==> src/rtl/sccb_config_seq.sv <==
// sccb_config_seq: walks an external command ROM and issues SCCB register
// writes, read-back verifies and timed delays on an OCP-style master port,
// with retry-on-error, abort on kick release and error reporting.
module sccb_config_seq #(
  parameter int unsigned ROM_AW    = 8,
  parameter logic [6:0]  DEV_ID    = 7'h21,
  parameter logic [7:0]  SCCB_DIV  = 8'd100,
  parameter int unsigned MAX_RETRY = 3
) (
  input  logic              config_clk,
  input  logic              config_reset_n,
  input  logic              sccb_kick,
  output logic [ROM_AW-1:0] rom_addr,
  input  logic [1:0]        rom_cmd,
  input  logic [7:0]        rom_reg,
  input  logic [7:0]        rom_data,
  output logic [7:0]        sccb_div,
  output logic [2:0]        mcmd,
  output logic [14:0]       maddr,
  output logic [7:0]        mdata,
  input  logic              scmdaccept,
  input  logic [1:0]        sresp,
  input  logic [7:0]        sdata,
  output logic              sccb_busy,
  output logic              sccb_done,
  output logic              sccb_err,
  output logic [ROM_AW-1:0] err_index
);

  localparam int unsigned RETRY_W = 4;
  localparam int unsigned DLY_W   = 16;
  localparam logic [RETRY_W-1:0] RETRY_MAX = RETRY_W'(MAX_RETRY);

  localparam logic [1:0] CMD_END = 2'b00;
  localparam logic [1:0] CMD_WR  = 2'b01;
  localparam logic [1:0] CMD_WRV = 2'b10;
  localparam logic [1:0] CMD_DLY = 2'b11;

  localparam logic [2:0] MCMD_IDLE = 3'b000;
  localparam logic [2:0] MCMD_WR   = 3'b001;
  localparam logic [2:0] MCMD_RD   = 3'b010;

  localparam logic [1:0] RESP_NONE = 2'b00;
  localparam logic [1:0] RESP_DVA  = 2'b01;

  typedef enum logic [3:0] {
    S_IDLE, S_FETCH, S_DECODE, S_WR_REQ, S_WR_RESP, S_RD_REQ, S_RD_RESP,
    S_DELAY, S_NEXT, S_DONE, S_ERROR
  } state_t;

  state_t             state;
  state_t             resp_next;
  state_t             fail_next;
  logic               kick_s1;
  logic               kick_s2;
  logic               kick_d;
  logic               kick_rise;
  logic               abort_q;
  logic               abort_now;
  logic               ent_verify;
  logic               resp_take;
  logic               is_rd;
  logic [RETRY_W-1:0] retry;
  logic [DLY_W-1:0]   dly_cnt;

  assign sccb_div  = SCCB_DIV;
  assign kick_rise = kick_s2 & ~kick_d;
  assign abort_now = abort_q | ~kick_s2;

  // Response decode: where a consumed (or pending) master response leads.
  always_comb begin
    resp_take = 1'b0;
    resp_next = state;
    is_rd     = (state == S_RD_REQ) || (state == S_RD_RESP);
    fail_next = (retry < RETRY_MAX) ? S_WR_REQ : S_ERROR;
    case (state)
      S_WR_REQ, S_RD_REQ:   resp_take = scmdaccept;
      S_WR_RESP, S_RD_RESP: resp_take = 1'b1;
      default:              resp_take = 1'b0;
    endcase
    if (sresp == RESP_NONE)     resp_next = is_rd ? S_RD_RESP : S_WR_RESP;
    else if (abort_now)         resp_next = S_IDLE;
    else if (sresp != RESP_DVA) resp_next = fail_next;
    else if (is_rd)             resp_next = (sdata == mdata) ? S_NEXT : fail_next;
    else                        resp_next = ent_verify ? S_RD_REQ : S_NEXT;
  end

  // Sequencer FSM with kick synchroniser and registered outputs.
  always_ff @(posedge config_clk) begin
    if (!config_reset_n) begin
      state      <= S_IDLE;
      kick_s1    <= 1'b0;
      kick_s2    <= 1'b0;
      kick_d     <= 1'b0;
      abort_q    <= 1'b0;
      ent_verify <= 1'b0;
      rom_addr   <= '0;
      mcmd       <= MCMD_IDLE;
      maddr      <= {DEV_ID, 8'h00};
      mdata      <= 8'h00;
      sccb_busy  <= 1'b0;
      sccb_done  <= 1'b0;
      sccb_err   <= 1'b0;
      err_index  <= '0;
      retry      <= '0;
      dly_cnt    <= '0;
    end else begin
      kick_s1 <= sccb_kick;
      kick_s2 <= kick_s1;
      kick_d  <= kick_s2;
      if (sccb_busy && !kick_s2) abort_q <= 1'b1;
      case (state)
        S_IDLE: begin
          abort_q <= 1'b0;
          if (kick_rise) begin
            state     <= S_FETCH;
            rom_addr  <= '0;
            retry     <= '0;
            sccb_busy <= 1'b1;
            sccb_done <= 1'b0;
            sccb_err  <= 1'b0;
            err_index <= '0;
          end
        end
        S_FETCH: begin
          if (abort_now) begin
            state     <= S_IDLE;
            sccb_busy <= 1'b0;
          end else begin
            state <= S_DECODE;
          end
        end
        S_DECODE: begin
          if (abort_now) begin
            state     <= S_IDLE;
            sccb_busy <= 1'b0;
          end else begin
            case (rom_cmd)
              CMD_END: begin
                state     <= S_DONE;
                sccb_busy <= 1'b0;
                sccb_done <= 1'b1;
              end
              CMD_WR, CMD_WRV: begin
                state      <= S_WR_REQ;
                mcmd       <= MCMD_WR;
                maddr      <= {DEV_ID, rom_reg};
                mdata      <= rom_data;
                ent_verify <= (rom_cmd == CMD_WRV);
              end
              CMD_DLY: begin
                dly_cnt <= {rom_reg, rom_data};
                state   <= ({rom_reg, rom_data} == '0) ? S_NEXT : S_DELAY;
              end
              default: state <= S_IDLE;
            endcase
          end
        end
        S_WR_REQ, S_WR_RESP, S_RD_REQ, S_RD_RESP: begin
          if (resp_take) begin
            mcmd  <= MCMD_IDLE;
            state <= resp_next;
            case (resp_next)
              S_IDLE:   sccb_busy <= 1'b0;
              S_RD_REQ: mcmd <= MCMD_RD;
              S_WR_REQ: begin
                mcmd  <= MCMD_WR;
                retry <= retry + 4'd1;
              end
              S_ERROR: begin
                sccb_busy <= 1'b0;
                sccb_err  <= 1'b1;
                err_index <= rom_addr;
              end
              default: ;
            endcase
          end
        end
        S_DELAY: begin
          if (abort_now) begin
            state     <= S_IDLE;
            sccb_busy <= 1'b0;
          end else begin
            dly_cnt <= dly_cnt - 16'd1;
            if (dly_cnt == 16'd1) state <= S_NEXT;
          end
        end
        S_NEXT: begin
          retry <= '0;
          if (abort_now) begin
            state     <= S_IDLE;
            sccb_busy <= 1'b0;
          end else if (&rom_addr) begin
            state     <= S_DONE;
            sccb_busy <= 1'b0;
            sccb_done <= 1'b1;
          end else begin
            rom_addr <= rom_addr + ROM_AW'(1);
            state    <= S_FETCH;
          end
        end
        S_DONE, S_ERROR: begin
          if (!kick_s2) state <= S_IDLE;
        end
        default: state <= S_IDLE;
      endcase
    end
  end

endmodule

==> config.mk <==
export PLATFORM = sky130hd
export DESIGN_NAME = sccb_config_seq
export DESIGN_NICKNAME = d
export VERILOG_FILES = /design/src/rtl/sccb_config_seq.sv
export SDC_FILE = /design/constraint.sdc
export NUM_CORES = 1
export LEC_CHECK = 0
export CAP_MARGIN = 30
export CORE_ASPECT_RATIO = 1.1
export CORE_UTILIZATION = 55
export DETAILED_ROUTE_END_ITERATION = 7
export PLACE_DENSITY = 0.86
export SLEW_MARGIN = 15
export SYNTH_ARGS = -nofsm -noshare
export SYNTH_HDL_FRONTEND = slang
export SYNTH_SLANG_ARGS = --single-unit
export TNS_END_PERCENT = 20
==> constraint.sdc <==
create_clock -name config_clk -period 3.9 [get_ports config_clk]
set_input_delay 0.78 -clock config_clk [delete_from_list [all_inputs] [get_ports config_clk]]
set_output_delay 0.78 -clock config_clk [all_outputs]
set_load 0.05 [all_outputs]
==> reports/summary.log <==
INFO  run_status     result_of_the_run=complete, no violations
INFO  placed_design  place_inst=601
INFO  cells_and_area final_core_utilization=0.696
INFO  yosys          asyncSetResetFlopFracSynth=0
INFO  yosys          synth_edf_count=0
INFO  floorplan      cell_rows=31
INFO  power          seq_power_share=0.434
INFO  critical_path  timing.reg2reg.setup_slack=1.28ns
INFO  sta            final_hold_vio_count=0
INFO  clock_network  clock_sinks=66
INFO  sta            timing_max_transition_violations_final=0
INFO  critical_path  setup.worst_path.class=input pin to flip-flop
INFO  yosys          syn_area=3770squm
INFO  power          vdd_ir_max=265uV
INFO  critical_path  cell_depth_of_the_worst_flop_to_flop_path=6
INFO  clock_network  clock_tree.buffer_depth=2
INFO  route          first_pass_iters=5
INFO  global_route   grt_overflow=0
INFO  clock_network  hold_fix_buffer_count_after_cts=0
INFO  critical_path  worst_setup_path_startpoint=rom_cmd[1]
INFO  critical_path  critical_path_required=4.14ns
INFO  critical_path  cp.arrival=2.92ns
INFO  global_route   pin_count_of_the_biggest_net_entering_global_routing=34
INFO  route          via_count=3713
INFO  power          p_per_area=349nW/um^2
INFO  placed_design  gp_congestion=0.905
INFO  critical_path  worst_r2r_startpoint=state[1]
INFO  clock_network  cts_repair_resized_insts=0
INFO  clock_network  tritoncts=yes
INFO  power          portion_of_total_power_attributed_to_combinational_logic=0.148
INFO  sta            post_route_fraction_of_the_period_consumed_by_the_critical_path=0.687
INFO  floorplan      die-height=88.9um
INFO  clock_network  maximum_level_of_the_cts_h_tree=3
INFO  critical_path  worst_setup_path_start_kind=input pin
INFO  clock_network  skew_pair_late_insertion_delay=0.36ns
INFO  power          power.static_leakage=0.00165uW
INFO  sta            maxSlewHeadroom=0.407
INFO  sta            worst_clock_skew=0.0127ns
INFO  cells_and_area post_layout_nonfiller_instances=617
INFO  floorplan      io_pins=85
INFO  critical_path  worst_setup_path_endpoint=mcmd[1]
INFO  job            timing.max_cap.violations=0
INFO  clock_network  clock_slew_seen_by_the_registers_of_the_worst_setup_and_hold_paths=0.08ns
INFO  floorplan      design.die.area=7200squm
INFO  sta            grt_setup_unrepaired=false
INFO  yosys          syn_inst=476
INFO  critical_path  crit-reg2reg-capture=mcmd[1]
INFO  power          p_int=1140uW
INFO  placed_design  hpwl=7030um
INFO  cells_and_area area_growth=21.7%
INFO  cells_and_area nets=569
INFO  route          route.detailed.drc=0
INFO  clock_network  cts_root_buffer=sky130_fd_sc_hd__clkbuf_8
INFO  clock_network  cts_setup_buffers=0
INFO  yosys          ys_types=68
INFO  route          detail_route.vias_per_cell=6.02
INFO  global_route   combined_global_route_utilization_of_all_metal_layers=0.294
INFO  critical_path  max_stage_delay=0.69ns
INFO  critical_path  slowest_stage=sky130_fd_sc_hd__ha_1
INFO  global_route   global_route_wire_length_before_repair=15900um
INFO  yosys          postSynthAreaPerCell=7.93squm
INFO  floorplan      floorplan.initialDensity=0.572
INFO  sta            finalCriticalPeriod=2.68ns
INFO  cells_and_area share_of_final_layout_standard_cells_stronger_than_drive_strength_1=0.0897
INFO  floorplan      die_width=81.0um
INFO  critical_path  critical_path_peak_fanout=21
INFO  placed_design  place.port_buffers=68
INFO  route          drt.antenna.violating_nets=0
INFO  sta            tns=0ns
INFO  yosys          ys.warnings.count=0
INFO  route          drt_iter0_markers=460
INFO  power          share_clk_of_total_power=0.417
INFO  sta            final-setup-viol-count=0
INFO  floorplan      core_region_area=6590squm
INFO  yosys          seq_area_frac_synth=0.350
INFO  route          route.final.wire_length=10100um
INFO  sta            maxClockFrequency=373MHz
INFO  sta            worst_hold_slack=0.455ns
INFO  clock_network  cts-buffers-inserted=9
INFO  global_route   number_of_global_route_vias_before_repair=3427
INFO  yosys          ys.flop_type=sky130_fd_sc_hd__dfxtp_1
INFO  power          switchingPower=460uW
INFO  critical_path  crit_path_cell_trace=clkdlybuf4s50_1 -> inv_1 -> ha_1 -> nand2_2 -> a21oi_2 -> mux2i_1 -> nor2_1
INFO  route          wl_per_cell=16.3um
INFO  min_path       worst_hold_path_type=flip-flop to flip-flop
INFO  critical_path  endpoint_kind=flip-flop
INFO  cells_and_area diodes=0
INFO  power          power_switching_share=0.287
INFO  yosys          ys_ff_latch=66
INFO  sta            timing_worst_slew_pin_value=0.888ns
INFO  global_route   grt_antenna_before_repair=0
## per-layer routing
metal  up-vias  global-route usage  wire length (um)
met5         -                   0                 0
met4         0               0.141               265
met3        30              0.0876               961
met2       206               0.491              4980
met1      1697               0.342              3860
li1       1780                   -                 -
## cell usage after synthesis (2+ instances only)
| library cell | n | area [sq um] |
|---|---|---|
| sky130_fd_sc_hd__nand2_1 | 55 | 206 |
| sky130_fd_sc_hd__nand2b_1 | 2 | 12.5 |
| sky130_fd_sc_hd__a21oi_1 | 41 | 205 |
| sky130_fd_sc_hd__mux2i_1 | 4 | 40.0 |
| sky130_fd_sc_hd__o2111ai_1 | 2 | 17.5 |
| sky130_fd_sc_hd__a22o_1 | 3 | 26.3 |
| sky130_fd_sc_hd__a21oi_2 | 2 | 17.5 |
| sky130_fd_sc_hd__a211oi_1 | 3 | 22.5 |
| sky130_fd_sc_hd__ha_1 | 7 | 87.6 |
| sky130_fd_sc_hd__and3_1 | 3 | 18.8 |
| sky130_fd_sc_hd__xor2_1 | 9 | 78.8 |
| sky130_fd_sc_hd__nor2b_1 | 3 | 18.8 |
| sky130_fd_sc_hd__o21ai_0 | 27 | 135 |
| sky130_fd_sc_hd__nor4_4 | 2 | 42.5 |
| sky130_fd_sc_hd__a31oi_1 | 3 | 18.8 |
| sky130_fd_sc_hd__nand4_1 | 6 | 37.5 |
| sky130_fd_sc_hd__or3_1 | 3 | 18.8 |
| sky130_fd_sc_hd__nor3_1 | 16 | 80.1 |
| sky130_fd_sc_hd__buf_4 | 20 | 150 |
| sky130_fd_sc_hd__buf_2 | 4 | 20.0 |
| sky130_fd_sc_hd__o211ai_1 | 3 | 22.5 |
| sky130_fd_sc_hd__dfxtp_1 | 66 | 1320 |
| sky130_fd_sc_hd__xnor2_1 | 6 | 52.6 |
| sky130_fd_sc_hd__and2_1 | 4 | 25.0 |
| sky130_fd_sc_hd__nor2_4 | 2 | 22.5 |
| sky130_fd_sc_hd__nand2_2 | 2 | 12.5 |
| sky130_fd_sc_hd__o21ai_2 | 8 | 70.1 |
| sky130_fd_sc_hd__nor2_1 | 45 | 169 |
| sky130_fd_sc_hd__nand3_2 | 2 | 20.0 |
| sky130_fd_sc_hd__buf_6 | 4 | 45.0 |
| sky130_fd_sc_hd__a22oi_1 | 5 | 37.5 |
| sky130_fd_sc_hd__inv_1 | 10 | 37.5 |
| sky130_fd_sc_hd__nand3_1 | 44 | 220 |
| sky130_fd_sc_hd__conb_1 | 2 | 7.51 |
| sky130_fd_sc_hd__o21a_1 | 3 | 22.5 |
| sky130_fd_sc_hd__a2bb2oi_1 | 4 | 35.0 |
| sky130_fd_sc_hd__clkbuf_1 | 13 | 48.8 |
| sky130_fd_sc_hd__o22ai_1 | 3 | 18.8 |
| sky130_fd_sc_hd__nor4_1 | 6 | 37.5 |
## state kept, by name, indices dropped and copies added, names as in the netlist
register / count
sccb_done: 1
kick_s2: 1
maddr: 8
sccb_err: 1
ent_verify: 1
retry: 4
kick_s1: 1
rom_addr: 8
err_index: 8
state: 4
sccb_busy: 1
kick_d: 1
mdata: 8
dly_cnt: 16
mcmd: 2
abort_q: 1
## worst min-delay path by stage
stage / startpoint / to / slack [ns] / depth (start not counted)
2_1_floorplan: kick_s1 / kick_s2 / 0.41 / 1
3_3_place_gp: kick_s1 / kick_s2 / 0.43 / 1
3_5_place_dp: kick_s1 / kick_s2 / 0.44 / 1
4_1_cts: retry[3] / retry[3] / 0.45 / 2
5_1_grt: maddr[4] / maddr[4] / 0.48 / 2
6_report: kick_s1 / kick_s2 / 0.46 / 1
## cell type report
type	count	area [sq um]
multi-input cells	372	2200
fillers	543	2000
flip-flops and latches	66	1320
repair buffers	71	703
clock buffers	10	138
well taps	82	103
clock inverters	6	88.8
inverters	10	37.5
## layout by cell type (no fill, tap or decap), types with 10 or more instances in the layout
master,synthesis,routed
sky130_fd_sc_hd__conb_1,2,16
sky130_fd_sc_hd__nand3_1,44,44
sky130_fd_sc_hd__dfxtp_1,66,66
sky130_fd_sc_hd__nor2_1,45,45
sky130_fd_sc_hd__clkdlybuf4s50_1,0,68
sky130_fd_sc_hd__a21oi_1,41,41
sky130_fd_sc_hd__inv_1,10,10
sky130_fd_sc_hd__nor3_1,16,16
sky130_fd_sc_hd__clkbuf_8,0,10
sky130_fd_sc_hd__nand2_1,55,55
sky130_fd_sc_hd__o21ai_0,27,27
## power by group through the flow
| stage | Clock [uW] | Combinational [uW] | Sequential [uW] |
|---|---|---|---|
| after CTS | 668 | 232 | 695 |
| after global placement | 0 | 226 | 711 |
| after detailed placement | 0 | 229 | 711 |
| after global routing | 703 | 255 | 697 |
| final | 668 | 238 | 696 |
| after floorplan | 0 | 172 | 711 |
## worst max-delay path: cells and delay by family
family / cells / cell delay [ns]
AO/OA/AOI/OAI: 1 / 0.27
adder cells (fa/ha/maj): 1 / 0.69
buffers and inverters: 2 / 0.55
multiplexers: 1 / 0.20
AND/OR/NAND/NOR: 2 / 0.42
## kinds of logic after synthesis
logic type / after synthesis / share of synthesized area
AOI/OAI and AO/OA: 119 / 0.201
xor gates and xnor gates: 15 / 0.0348
adders and majority gates: 7 / 0.0232
buffers and inverters: 52 / 0.0809
DFF: 66 / 0.350
muxes: 5 / 0.0136
other: 2 / 0.00199
and+or+nand+nor: 210 / 0.294
## through the flow
step | setup slack [ns] | instance area, sq um | total power [uW]
6_report | 1.22 | 4590 | 1600
3_3_place_gp | 0.971 | 4360 | 936
3_5_place_dp | 0.824 | 4360 | 941
4_1_cts | 1.21 | 4590 | 1600
2_1_floorplan | 1.82 | 3830 | 883
5_1_grt | 1.01 | 4590 | 1650
(Power assumes the default switching activity.)
